--- config.mk ---
export PLATFORM = sky130hd
export DESIGN_NAME = life_gen_ctrl
export DESIGN_NICKNAME = d
export VERILOG_FILES = /design/src/rtl/life_pkg.sv /design/src/rtl/life_next.sv /design/src/rtl/life_gen_ctrl.sv
export SDC_FILE = /design/constraint.sdc
export NUM_CORES = 1
export LEC_CHECK = 0
export BUFFER_PORTS_ARGS = -buffer_cell sky130_fd_sc_hd__buf_2
export CORE_ASPECT_RATIO = 2
export CORE_MARGIN = 2
export CORE_UTILIZATION = 56
export DETAILED_ROUTE_END_ITERATION = 8
export PLACE_DENSITY = 0.77
export SYNTH_ARGS = -nofsm -noshare
export SYNTH_HDL_FRONTEND = slang
export SYNTH_SLANG_ARGS = --single-unit
--- constraint.sdc ---
create_clock -name clk -period 5 [get_ports clk]
set_input_delay 0.25 -clock clk [delete_from_list [all_inputs] [get_ports clk]]
set_output_delay 0.25 -clock clk [all_outputs]
set_load 0.01 [all_outputs]
--- src/rtl/life_pkg.sv ---
`default_nettype none
// ============================================================================
//  Module      : life_pkg
//  Description : Shared types and helpers for the Game-of-Life engine.
//                - state_t  : controller states IDLE / RUN / STEP / HALT
//                - cell_idx : flat bit index of cell (row r, col c)
//  Revision    : 1.0  initial release
// ============================================================================
package life_pkg;

    typedef enum logic [1:0] {
        IDLE = 2'd0,
        RUN  = 2'd1,
        STEP = 2'd2,
        HALT = 2'd3
    } state_t;

    // Board bit r*COLS+c holds cell (row r, col c).
    function automatic int cell_idx(input int r, input int c, input int cols);
        return r * cols + c;
    endfunction

endpackage
`default_nettype wire

--- src/rtl/life_next.sv ---
`default_nettype none
// ============================================================================
//  Module      : life_next
//  Description : Combinational Game-of-Life generation step, rule B3/S23.
//                WRAP=0 treats cells beyond the edge as dead, WRAP=1 makes
//                the board a torus.
//  Ports       : i_board  current board (ROWS*COLS bits)
//                o_next   board of the following generation
//  Revision    : 1.0  initial release
// ============================================================================
module life_next
    import life_pkg::*;
#(
    parameter int ROWS = 8,
    parameter int COLS = 8,
    parameter int WRAP = 0
) (
    input  logic [ROWS*COLS-1:0] i_board,
    output logic [ROWS*COLS-1:0] o_next
);

    localparam int C_CELLS = ROWS * COLS;

    // Count live neighbours of (r, c); at most 8 so 4 bits suffice.
    function automatic logic [3:0] neighbours(input logic [C_CELLS-1:0] b,
                                              input int r, input int c);
        logic [3:0] n;
        int         rr;
        int         cc;
        n = 4'd0;
        for (int dr = -1; dr <= 1; dr++) begin
            for (int dc = -1; dc <= 1; dc++) begin
                if (dr != 0 || dc != 0) begin
                    rr = r + dr;
                    cc = c + dc;
                    if (WRAP != 0) begin
                        rr = (rr + ROWS) % ROWS;
                        cc = (cc + COLS) % COLS;
                    end
                    if (rr >= 0 && rr < ROWS && cc >= 0 && cc < COLS) begin
                        // Shift-and-mask avoids a wide variable bit-select.
                        n = n + 4'((b >> cell_idx(rr, cc, COLS)) & C_CELLS'(1));
                    end
                end
            end
        end
        return n;
    endfunction

    for (genvar r = 0; r < ROWS; r++) begin : g_row
        for (genvar c = 0; c < COLS; c++) begin : g_col
            localparam int C_IDX = r * COLS + c;
            logic [3:0] w_n;
            assign w_n = neighbours(i_board, r, c);
            // Born with exactly 3, survives with 2 or 3.
            assign o_next[C_IDX] = (w_n == 4'd3) || ((w_n == 4'd2) && i_board[C_IDX]);
        end
    end

endmodule
`default_nettype wire

--- src/rtl/life_gen_ctrl.sv ---
`default_nettype none
// ============================================================================
//  Module      : life_gen_ctrl
//  Description : Game-of-Life generation engine: board register, seed load,
//                free-run / single-step / bounded run, automatic halt on a
//                stable or extinct board.
//  Ports       : clk, reset (async, active-high)
//                clear, load, seed, start, step, stop, max_gens (controls)
//                gout (board), gen_count (saturating), busy, done (pulse),
//                stable, extinct (sticky flags)
//  Revision    : 1.0  initial release
// ============================================================================
module life_gen_ctrl
    import life_pkg::*;
#(
    parameter int ROWS = 8,
    parameter int COLS = 8,
    parameter int GENW = 16,
    parameter int WRAP = 0
) (
    input  logic                 clk,
    input  logic                 reset,
    input  logic                 clear,
    input  logic                 load,
    input  logic [ROWS*COLS-1:0] seed,
    input  logic                 start,
    input  logic                 step,
    input  logic                 stop,
    input  logic [GENW-1:0]      max_gens,
    output logic [ROWS*COLS-1:0] gout,
    output logic [GENW-1:0]      gen_count,
    output logic                 busy,
    output logic                 done,
    output logic                 stable,
    output logic                 extinct
);

    localparam int C_CELLS = ROWS * COLS;

    state_t             r_state,   w_state_nx;
    logic [C_CELLS-1:0] r_board,   w_board_nx;
    logic [GENW-1:0]    r_cnt,     w_cnt_nx;
    logic               r_stable,  w_stable_nx;
    logic               r_extinct, w_extinct_nx;
    logic               r_done,    w_done_nx;

    logic [C_CELLS-1:0] w_next;
    logic [GENW-1:0]    w_cnt_inc;
    logic               w_adv;

    life_next #(
        .ROWS (ROWS),
        .COLS (COLS),
        .WRAP (WRAP)
    ) u_next (
        .i_board (r_board),
        .o_next  (w_next)
    );

    assign w_cnt_inc = (&r_cnt) ? r_cnt : r_cnt + GENW'(1);

    always_ff @(posedge clk or posedge reset) begin
        if (reset) begin
            r_state   <= IDLE;
            r_board   <= '0;
            r_cnt     <= '0;
            r_stable  <= 1'b0;
            r_extinct <= 1'b0;
            r_done    <= 1'b0;
        end else begin
            r_state   <= w_state_nx;
            r_board   <= w_board_nx;
            r_cnt     <= w_cnt_nx;
            r_stable  <= w_stable_nx;
            r_extinct <= w_extinct_nx;
            r_done    <= w_done_nx;
        end
    end

    always_comb begin
        w_state_nx   = r_state;
        w_board_nx   = r_board;
        w_cnt_nx     = r_cnt;
        w_stable_nx  = r_stable;
        w_extinct_nx = r_extinct;
        w_done_nx    = 1'b0;
        w_adv        = 1'b0;

        if (clear) begin
            w_state_nx   = IDLE;
            w_board_nx   = '0;
            w_cnt_nx     = '0;
            w_stable_nx  = 1'b0;
            w_extinct_nx = 1'b0;
        end else begin
            case (r_state)
                IDLE, HALT: begin
                    if (load) begin
                        w_state_nx   = IDLE;
                        w_board_nx   = seed;
                        w_cnt_nx     = '0;
                        w_stable_nx  = 1'b0;
                        w_extinct_nx = (seed == '0);
                    end else if (stop) begin
                        // Nothing to pause; stop just masks start/step.
                        w_state_nx = r_state;
                    end else if (start) begin
                        w_state_nx = RUN;
                    end else if (step) begin
                        w_state_nx = STEP;
                    end
                end
                STEP: begin
                    w_adv      = 1'b1;
                    w_state_nx = HALT;
                    w_done_nx  = 1'b1;
                end
                RUN: begin
                    // load is ignored while running.
                    if (stop) begin
                        w_state_nx = HALT;
                    end else begin
                        w_adv = 1'b1;
                    end
                end
                default: w_state_nx = IDLE;
            endcase

            if (w_adv) begin
                if (w_next == r_board) begin
                    // Board is a still life: freeze and report.
                    w_stable_nx = 1'b1;
                    w_done_nx   = 1'b1;
                    w_state_nx  = HALT;
                end else begin
                    w_board_nx   = w_next;
                    w_cnt_nx     = w_cnt_inc;
                    w_extinct_nx = (w_next == '0);
                    if ((w_next == '0) ||
                        ((max_gens != '0) && (w_cnt_inc == max_gens))) begin
                        w_done_nx  = 1'b1;
                        w_state_nx = HALT;
                    end
                end
            end
        end
    end

    assign gout      = r_board;
    assign gen_count = r_cnt;
    assign busy      = (r_state == RUN);
    assign done      = r_done;
    assign stable    = r_stable;
    assign extinct   = r_extinct;

endmodule
`default_nettype wire

==> results of run 1 <==
==> cells by family after synthesis <==
family | after synthesis | synth area share, %
AND/OR/NAND/NOR | 584 | 19.82
buffers and inverters | 409 | 10.08
AO/OA/AOI/OAI | 398 | 16.96
adder cells (fa/ha/maj) | 350 | 36.74
flip-flops | 85 | 13.36
XOR/XNOR | 25 | 1.461
multiplexers | 25 | 1.579
==> per-layer routing <==
layer	GRT overflow	global-route usage (%)
met2	0	82.30
met3	0	21.14
met4	2	59.46
met5	0	0
met1	0	54.95
==> per-stage QoR <==
step | std cells | TNS [ns] | area, sq um | worst slack (ns) | utilization, %
after floorplan | 1876 | 0 | 15930 | 0.01369 | -
after global placement | 2664 | -84.31 | 19460 | -1.074 | 69.30
after detailed placement | 2664 | -85.28 | 19460 | -1.194 | 69.30
after CTS | 2723 | -29.87 | 20720 | -0.4179 | 73.79
==> timing repair <==
action	4_1_cts
setup buffers	30
cloned	12
hold buffers	1
gates resized for setup	96
setup endpoints to repair	84
pin swaps	10
hold endpoints to repair	37
==> out/metrics.csv, run 1 <==
metric,value,unit
Clock Path Buffers,2,
Post-synth ARST share,100.0,%
"top cells by count, synth","346 x inv_1, 196 x fa_1, 162 x nand2_1",
Root Buffer,clkbuf_16,
grt ovf,2,
Synth Warn #,0,
gp weighted congestion,1.107,
top post-synthesis cells by area,"fa_1 25%, dfrtp_1 13%, ha_1 12%, inv_1 8.2%, nand2_1 3.8%",
vias in the first global route,19570,
clock sink count,85,
most common cell in the netlist,inv_1,
"Distinct cells, synth",85,
H-tree lvl count,3,
Die H,242.5,microns
post-synth top area share,24.64,%
Seq cells post-synth,85,
post-synthesis sequential area ratio,13.36,%
# rows,87,
Die Width,123.2,microns
Initial Util,56.70,%
number of synthesized flops with an enable pin,0,
Port Buffers,170,
largest net degree at the start of global routing,85,
Synth Instances,1876,
Yosys top cell by area,fa_1,
Stopped at,global routing (5_1_grt),
run status,aborted with a tool error,
"Cell Area, Synth",15920,sq um
I/O pins,171,
Num CTS Buffers,9,
first-pass GRT wire length,120100,microns
Run Error,[ERROR GRT-0116] Global routing finished with congestion. Check the congestion regions in the DRC Viewer.,
DP HPWL,60630,microns
Synth Net Count,2313,
dominant synthesized flop cell,dfrtp_1,
gr usage total,55.31,%
"Avg Cell Area, Syn",8.488,sq um
==> inputs of run 2 (changes only) <==
--- a/config.mk
+++ b/config.mk
@@ -6,11 +6,10 @@
 export NUM_CORES = 1
 export LEC_CHECK = 0
 export BUFFER_PORTS_ARGS = -buffer_cell sky130_fd_sc_hd__buf_2
-export CORE_ASPECT_RATIO = 2
 export CORE_MARGIN = 2
-export CORE_UTILIZATION = 56
+export CORE_UTILIZATION = 40
 export DETAILED_ROUTE_END_ITERATION = 8
-export PLACE_DENSITY = 0.77
+export PLACE_DENSITY_LB_ADDON = 0.15
 export SYNTH_ARGS = -nofsm -noshare
 export SYNTH_HDL_FRONTEND = slang
 export SYNTH_SLANG_ARGS = --single-unit
==> constraint.sdc (replaced) <==
create_clock -name clk -period 6.5 [get_ports clk]
set_input_delay 0.325 -clock clk [delete_from_list [all_inputs] [get_ports clk]]
set_output_delay 0.325 -clock clk [all_outputs]
set_load 0.01 [all_outputs]
==> run 2 against run 1 <==
Net effect: the flow now finishes without violations; synthesized cell count is the same; synthesized area is the same.
==> out/metrics.csv, run 2 <==
metric,value,unit
Die H,203.5,microns
Post-synth ARST share,100.0,%
drt via density,5.921,
Crit Path Max Fanout,9,
final total power,3.360,mW
Synth Instances,1876,
Yosys top cell by area,fa_1,
share of post-route cells with drive strength above 1,14.01,%
Final ANT Viol Nets,0,
area growth from synthesis to final layout,13.39,%
crit end category,register,
vias in the first global route,14760,
gp weighted congestion,1.019,
Total Wirelength,65760,microns
largest net degree at the start of global routing,81,
# rows,73,
"Core Util, Final",45.65,%
DR DRC count,0,
H-tree lvl count,3,
post-synthesis sequential area ratio,13.36,%
slew margin rel.,13.37,%
run status,"finished, final reports clean",
Final Critical Period,6.274,ns
Seq cells post-synth,85,
max reg flops,64,
register share of total power,18.2,%
fin crit share,96.52,%
CTS tree,built,
Final setup viols,0,
Num CTS Buffers,9,
top post-synthesis cells by area,"fa_1 25%, dfrtp_1 13%, ha_1 12%, inv_1 8.2%, nand2_1 3.8%",
Startpoint Class,register,
Synth Warn #,0,
Final Hold Fails,0,
Root Buffer,clkbuf_16,
Final Max Tran Viols,0,
most common cell in the netlist,inv_1,
drt pass-1 iters,5,
crit path kind,reg -> reg,
clock sink count,85,
I/O pins,171,
worst slew pin tran,1.283,ns
clock share of power,18.2,%
Int Power,1.698,mW
1st-iter DRT viols,1241,
wire length per cell,25.33,microns
Synth Net Count,2313,
pwr dens,186.1,nW/um^2
LEAKAGE,8.855,nW
RSZ-0062 raised after global routing,no,
FF-to-FF Start,gout[45],
first-pass GRT wire length,97570,microns
Comb power frac,63.6,%
"Data arrival, critical path",6.50,ns
sw frac,49.46,%
"Avg Cell Area, Syn",8.488,sq um
"most common cell after layout, fill and taps aside",inv_1,
"top cells by count, synth","346 x inv_1, 196 x fa_1, 162 x nand2_1",
"Cell Area, Synth",15920,sq um
"Req. time, crit path",6.73,ns
Port Buffers,170,
clock slew at reported path FFs,0.08,ns
Initial Util,40.26,%
Fin Setup TNS,0,ns
DIE AREA,41420,sq um
HP Start,seed[10],
core box area,39550,sq um
P_sw,1.662,mW
DP HPWL,53490,microns
nets@finish,2502,
dominant synthesized flop cell,dfrtp_1,
gr usage total,31.96,%
Die Width,203.5,microns
Fmax,159.4,MHz
grt ovf,0,
most frequent cells in the layout,"344 x inv_1, 196 x fa_1, 169 x buf_2",
"Distinct cells, synth",85,
Skew-Pair Late Insertion Delay,0.38,ns
DR vias,15370,
Hold Crit Class,in -> reg,
number of synthesized flops with an enable pin,0,
initial antenna violation count,1,
Max-cap violations,0,
clk_skew,0.01845,ns
post-synth top area share,24.64,%
Max IR drop VDD,126.1,uV
Clock Path Buffers,2,
register-to-register setup slack,0.23,ns
Worst setup startpoint,gout[45],
-- run 2: routing by layer --
layer	part of all wire [%]	up-vias	global-route usage [%]	wire (microns)
li1	-	6891	-	-
met1	44	7712	44.39	28610
met2	45	673	50.55	29800
met3	8.0	96	5.433	5262
met4	3.2	0	10.56	2088
met5	0	-	0	0
-- run 2: path summary, 6_finish.rpt --
path | to | cells after the start
worst min-delay path | gout[10] | 3
min in group asynchronous | gout[61] | 3
worst max register to register | gout[9] | 15
max in group asynchronous | gout[3] | 4
worst max-delay path | gout[9] | 15
worst min register to register | stable | 2
-- run 2: power by group through the flow --
| stage | Combinational (mW) | Clock [mW] | Sequential [mW] |
|---|---|---|---|
| floorplan | 1.31 | 0 | 0.633 |
| global placement | 2.04 | 0 | 0.620 |
| detailed placement | 2.08 | 0 | 0.621 |
| CTS | 2.09 | 0.617 | 0.610 |
| global route | 2.35 | 0.635 | 0.615 |
| finish | 2.14 | 0.612 | 0.612 |
-- run 2: final cells by class --
| cell class | count | area, sq um |
|---|---|---|
| fill | 3946 | 21490 |
| multi-input combinational | 1382 | 12220 |
| sequential | 85 | 2127 |
| timing repair buffer | 241 | 1426 |
| inverter | 346 | 1305 |
| tap | 525 | 656.9 |
| clock buffer | 9 | 225.2 |
| clock inverter | 7 | 97.59 |
| antenna | 1 | 2.502 |
-- run 2: logic make-up (layout without fill, tap and decap cells) --
| family | count (synthesis) | after routing | share of synthesized area, % |
|---|---|---|---|
| and+or+nand+nor | 584 | 584 | 19.82 |
| buffers and inverters | 409 | 603 | 10.08 |
| AOI/OAI and AO/OA | 398 | 398 | 16.96 |
| adders and majority gates | 350 | 350 | 36.74 |
| DFF | 85 | 85 | 13.36 |
| xor gates and xnor gates | 25 | 25 | 1.461 |
| muxes | 25 | 25 | 1.579 |
| other | 0 | 1 | 0 |
-- run 2: repair_timing --
item | CTS | global route
setup buffers | 0 | 5
hold buffers | 1 | 0
hold endpoints to repair | 26 | 0
setup endpoints to repair | 0 | 18
gates resized for setup | 0 | 2
-- run 2: critical path: stages, from the launching register on --
cell and delay [ns]:
dfrtp_1 0.62, clkinvlp_4 0.29, fa_1 0.56, fa_1 0.45, fa_1 0.50, inv_1 0.05, ha_1 0.20, fa_1 0.53
inv_1 0.09, a222oi_1 0.39, nand4_1 0.17, nor4_1 0.59, nand4_1 0.30, nor4_4 0.49, nor2_1 0.32, a2111oi_0 0.57
-- run 2: per-stage QoR --
| stage | instances | hold slack, ns | instance area, sq um | setup WS (ns) |
|---|---|---|---|---|
| after floorplan | 1876 | 0.4846 | 15920 | 1.386 |
| after global placement | 2573 | 0.3491 | 17670 | 0.2393 |
| after detailed placement | 2573 | 0.3497 | 17670 | 0.2382 |
| after CTS | 2590 | 0.2233 | 18010 | 0.1962 |
| after global routing | 2595 | 0.2497 | 18050 | 0.03175 |
| final | 2596 | 0.2300 | 18060 | 0.2260 |
(Power assumes the default switching activity.)
